`src/rtl/noc_input_port.sv`:
```
// noc_input_port: per-port ingress stage for the round-robin crossbar.
// Buffers incoming flits in a FIFO, latches the destination from each head
// flit and holds one crossbar request per packet until PKT_LEN flits pop.
module noc_input_port #(
    parameter int unsigned PORTS   = 4,
    parameter int unsigned WIDTH   = 8,
    parameter int unsigned DEPTH   = 4,
    parameter int unsigned PKT_LEN = 4,
    localparam int unsigned DEST_W = $clog2(PORTS),
    localparam int unsigned OCC_W  = $clog2(DEPTH + 1)
) (
    input  logic              clk,
    input  logic              rst,
    input  logic [WIDTH-1:0]  in_data,
    input  logic              in_valid,
    output logic              in_ready,
    output logic [WIDTH-1:0]  xb_data,
    output logic [DEST_W-1:0] xb_dest,
    output logic              xb_dest_en,
    input  logic              xb_ack,
    output logic [OCC_W-1:0]  occupancy
);

    localparam int unsigned PTR_W = $clog2(DEPTH);
    localparam int unsigned CNT_W = (PKT_LEN > 1) ? $clog2(PKT_LEN) : 1;

    typedef enum logic {
        IDLE,
        SEND
    } state_e;

    logic [WIDTH-1:0]  mem_q [DEPTH];
    logic [PTR_W-1:0]  wptr_q, wptr_d;
    logic [PTR_W-1:0]  rptr_q, rptr_d;
    logic [OCC_W-1:0]  occ_q, occ_d;
    logic [CNT_W-1:0]  cnt_q;
    logic [DEST_W-1:0] dest_q;
    state_e            state_q;
    logic              push;
    logic              pop;

    // Handshake and request outputs, all derived from registered state only
    always_comb begin
        in_ready   = (occ_q != OCC_W'(DEPTH));
        xb_dest_en = (state_q == SEND) && (occ_q != '0);
        push       = in_valid && in_ready;
        pop        = xb_ack && xb_dest_en;
        xb_data    = mem_q[rptr_q];
        xb_dest    = dest_q;
        occupancy  = occ_q;
    end

    // Next-state for FIFO pointers and occupancy; pointers wrap naturally
    always_comb begin
        wptr_d = push ? wptr_q + PTR_W'(1) : wptr_q;
        rptr_d = pop  ? rptr_q + PTR_W'(1) : rptr_q;
        occ_d  = occ_q;
        unique case ({push, pop})
            2'b10:   occ_d = occ_q + OCC_W'(1);
            2'b01:   occ_d = occ_q - OCC_W'(1);
            default: occ_d = occ_q;
        endcase
    end

    // FIFO storage; contents survive reset, only the pointers are cleared
    always_ff @(posedge clk) begin
        if (push) begin
            mem_q[wptr_q] <= in_data;
        end
    end

    // FIFO pointer and occupancy registers
    always_ff @(posedge clk or negedge rst) begin
        if (!rst) begin
            wptr_q <= '0;
            rptr_q <= '0;
            occ_q  <= '0;
        end else begin
            wptr_q <= wptr_d;
            rptr_q <= rptr_d;
            occ_q  <= occ_d;
        end
    end

    // Packet FSM: latch destination from the head flit, count pops per packet
    always_ff @(posedge clk or negedge rst) begin
        if (!rst) begin
            state_q <= IDLE;
            cnt_q   <= '0;
            dest_q  <= '0;
        end else begin
            unique case (state_q)
                IDLE: begin
                    cnt_q <= '0;
                    if (occ_q != '0) begin
                        dest_q  <= mem_q[rptr_q][WIDTH-1 -: DEST_W];
                        state_q <= SEND;
                    end
                end
                SEND: begin
                    if (pop) begin
                        if (cnt_q == CNT_W'(PKT_LEN - 1)) begin
                            state_q <= IDLE;
                            cnt_q   <= '0;
                        end else begin
                            cnt_q <= cnt_q + CNT_W'(1);
                        end
                    end
                end
                default: state_q <= IDLE;
            endcase
        end
    end

endmodule

```
`config.mk`:
```
export PLATFORM = sky130hd
export DESIGN_NAME = noc_input_port
export DESIGN_NICKNAME = d
export VERILOG_FILES = /design/src/rtl/noc_input_port.sv
export SDC_FILE = /design/constraint.sdc
export NUM_CORES = 1
export LEC_CHECK = 0
export CORE_MARGIN = 2
export CORE_UTILIZATION = 30
export DETAILED_ROUTE_END_ITERATION = 16
export GPL_TIMING_DRIVEN = 0
export HOLD_SLACK_MARGIN = 0.03
export PLACE_DENSITY_LB_ADDON = 0.15
export SYNTH_ARGS = -nofsm -noshare
export SYNTH_HDL_FRONTEND = slang
export SYNTH_SLANG_ARGS = --single-unit
```
`constraint.sdc`:
```
create_clock -name clk -period 1.85 [get_ports clk]
set_input_delay 0.2775 -clock clk [delete_from_list [all_inputs] [get_ports clk]]
set_output_delay 0.2775 -clock clk [all_outputs]
set_load 0.05 [all_outputs]
```
==> impl_metrics.json <==
{
  "ys_top_cells_by_area": "edfxtp_1 53%, dfrtp_1 17%, mux4_2 10%, ha_1 4.2%, mux2_2 1.9%",
  "use_met1_pct": 12.00,
  "slowest_delay_ns": 0.41,
  "min_period_ns": 1.985,
  "drive_gt1_share_pct": 39.13,
  "rows": 28,
  "ant_nets": 0,
  "grtUsageTotal_pct": 10.94,
  "gp_congestion": 0.7136,
  "fmax_mhz": 503.8,
  "vias": 960,
  "layout.nets": 157,
  "fin_crit_sh_pct": 107.3,
  "setup_tns_ns": -0.1634,
  "rr_worst_depth": 9,
  "avgRoutedWirePerCell_um": 15.24,
  "power.density_nw_per_um2": 1843,
  "cts-htree-levels": 2,
  "clkTransAtPathRegs_ns": 0.08,
  "power_mw": 4.294,
  "dr.first_iter.drc_count": 33,
  "ys_seq_area_share_pct": 69.95,
  "grtUsageMet3_pct": 4.176,
  "initial_utilization_pct": 30.82,
  "drc_errors": 0,
  "r2r-end": "occupancy[2]",
  "cts-buffers-inserted": 5,
  "n_antenna_cell": 0,
  "yosysWarnings": 0,
  "clk_path_buf_depth": 2,
  "met2_usage_pct": 18.93,
  "muxShareOfSynthArea_pct": 13.25,
  "leakagePower_nw": 0.8717,
  "hold_buffers": 0,
  "crit_arrival_ns": 2.20,
  "synth_xor_xnor_area_share_pct": 2.915,
  "clkSinkCount": 44,
  "synthCells": 98,
  "cap_violations": 0,
  "skew_ns": 0.004859,
  "synth_top_family_by_area": "multiplexers",
  "worstPathMaxFanout": 2,
  "antenna_found_initial": 0,
  "relSlewSlack_pct": 62.44,
  "gr-max-usage-layer": "met2",
  "dpl.hpwl_um": 2197,
  "cts_tree": "done",
  "vdd_drop_max_v": 0.0006726,
  "setup_viol": 2,
  "stdcell_count": 213,
  "synthAdderAreaFrac_pct": 5.274,
  "syn_area_um2": 1803,
  "path_cells": "or3b_4, and2_4, inv_4, ha_4, inv_2, fa_2, xor2_1, nor2_1, xor2_1",
  "die_x_um": 81.53,
  "slowest_stage": "dfrtp_2",
  "drt-vias-per-instance": 4.507,
  "synth_top_area_share_pct": 53.30,
  "syn-mean-instance-area_um2": 18.40,
  "status": "finished with violations",
  "ys_ff_latch": 44,
  "clock_latency_ns": 0.29,
  "crit_family": "simple AND/OR/NAND/NOR gates",
  "synth_area_leader_cell": "edfxtp_1",
  "worstMarginPinSlew_ns": 0.5616,
  "drtPass1Iterations": 3,
  "grt_pass1_vias": 1042,
  "violations": "setup timing",
  "grt_setup_unrepaired": "true",
  "hold_viol": 0,
  "setup_slack_ns": -0.1350,
  "grt_overflow": 0,
  "syn_to_final_growth_pct": 29.22,
  "cp-start-kind": "flip-flop",
  "grt_start_max_net_pins": 14,
  "cp_common_cell": "xor2_1",
  "reg2reg_from": "occupancy[0]",
  "synth_compound_area_share_pct": 1.180,
  "post-place-cells": 199,
  "syn_nets": 117,
  "cts_root_buffer": "clkbuf_8",
  "slew_viol_final": 0,
  "die_h_um": 81.53,
  "portBuffers": 26,
  "yosys.area_share.simple_pct": 5.344,
  "critPathBufInv": 2,
  "critPathKind": "reg -> reg",
  "grt_pass1_wl_um": 5112,
  "wl_um": 3246,
  "critPathCaptureType": "flip-flop",
  "core-area_um2": 5851,
  "dieArea_um2": 6646,
  "worstPathRequired_ns": 2.06,
  "io_pins": 27,
  "hold_path_class": "in -> async",
  "ys_types": 23,
  "r2r_setup_slack_ns": -0.14,
  "fillers": 534
}
cells by family (layout without fill, tap and decap cells):
logic type	after synthesis	in the layout
flops	44	44
simple gates	17	17
mux	13	13
buf+inv	8	48
fa+ha+maj	7	7
xor+xnor	6	6
compound gates	3	3
timing repair:
item	4_1_cts	5_1_grt
pin swaps	5	0
resized for setup	62	16
endpoints found under the hold margin	0	0
buffers inserted	6	2
gates cloned	0	0
endpoints found under the setup margin	12	11
metrics by stage:
| step | cell area [um^2] | utilization [%] | hold slack [ns] | setup WS, ns |
|---|---|---|---|---|
| after floorplan | 1822 | - | -0.01809 | -0.4415 |
| after global placement | 2176 | 37.19 | 0.4959 | -0.4127 |
| after detailed placement | 2176 | 37.19 | 0.5002 | -0.4044 |
| after CTS | 2293 | 39.20 | 0.3670 | -0.1451 |
| after global routing | 2330 | 39.82 | 0.3910 | -0.1920 |
| final | 2330 | 39.82 | 0.3491 | -0.1350 |
worst register-to-register path: stages, from the launching register on:
cell	delay (ns)
dfrtp_2	0.41
or3b_4	0.40
and2_4	0.16
inv_4	0.05
ha_4	0.12
inv_2	0.03
fa_2	0.33
xor2_1	0.14
nor2_1	0.12
xor2_1	0.15
registers in the layout, summed over array words and instances, names as in the netlist:
signal	count
mem_q	32
occupancy	3
cnt_q	2
rptr_q	2
wptr_q	2
xb_dest	2
state_q	1
metal layers:
layer / wire [um] / share of wire (%)
met5: 0 / 0
met2: 1683 / 52
met4: 48 / 1.5
met3: 140 / 4.3
met1: 1374 / 42
cells in the final DEF (no fill, tap or decap), drive strengths merged, types with 3 or more instances in the layout:
cell	Yosys	layout
xor2	3	3
and3	4	4
nor2	3	3
clkdlybuf4s50	0	13
dfrtp	12	12
xnor2	3	3
clkbuf	1	5
buf	1	19
edfxtp	32	32
mux4	8	8
dlygate4sd2	0	3
nand2	5	5
inv	6	6
ha	6	6
mux2	4	4
final cells by class:
cell class / count / area [um^2] / share of cell area (%)
sequential: 44 / 1266 / 54.35
multi-input combinational: 46 / 534.3 / 22.93
tap: 75 / 93.84 / 4.028
timing repair buffer: 34 / 309.0 / 13.27
clock inverter: 2 / 12.51 / 0.5371
clock buffer: 5 / 68.82 / 2.954
buffer: 1 / 20.02 / 0.8593
inverter: 6 / 25.02 / 1.074
cells in the mapped netlist:
library cell	instances
buf_6	1
o21ai_0	2
xnor2_1	3
xor2_1	3
mux2_2	3
clkbuf_1	1
mux2_4	1
dfrtp_1	12
mux2i_1	1
nor2b_1	1
edfxtp_1	32
nor3_1	1
or3b_4	1
ha_1	6
o311a_2	1
fa_1	1
inv_1	6
and2_4	1
and3_2	4
nor2_1	3
mux4_2	8
nand2_1	5
nand3_1	1
power by group:
part | internal [mW] | total [mW] | switching (mW)
combinational | 0.924 | 2.22 | 1.29
sequential | 1.36 | 1.52 | 0.159
clock | 0.256 | 0.561 | 0.306
worst max-delay path by stage:
stage	start	end	slack [ns]	cells past startpoint
3_5_place_dp	rptr_q[1]	xb_data[7]	-0.40	3
4_1_cts	occupancy[0]	occupancy[2]	-0.15	9
2_1_floorplan	occupancy[2]	occupancy[2]	-0.44	9
5_1_grt	occupancy[0]	occupancy[2]	-0.19	9
3_3_place_gp	rptr_q[1]	xb_data[7]	-0.41	3
6_report	occupancy[0]	occupancy[2]	-0.14	9
No activity file was read; power rests on OpenSTA's default activity.
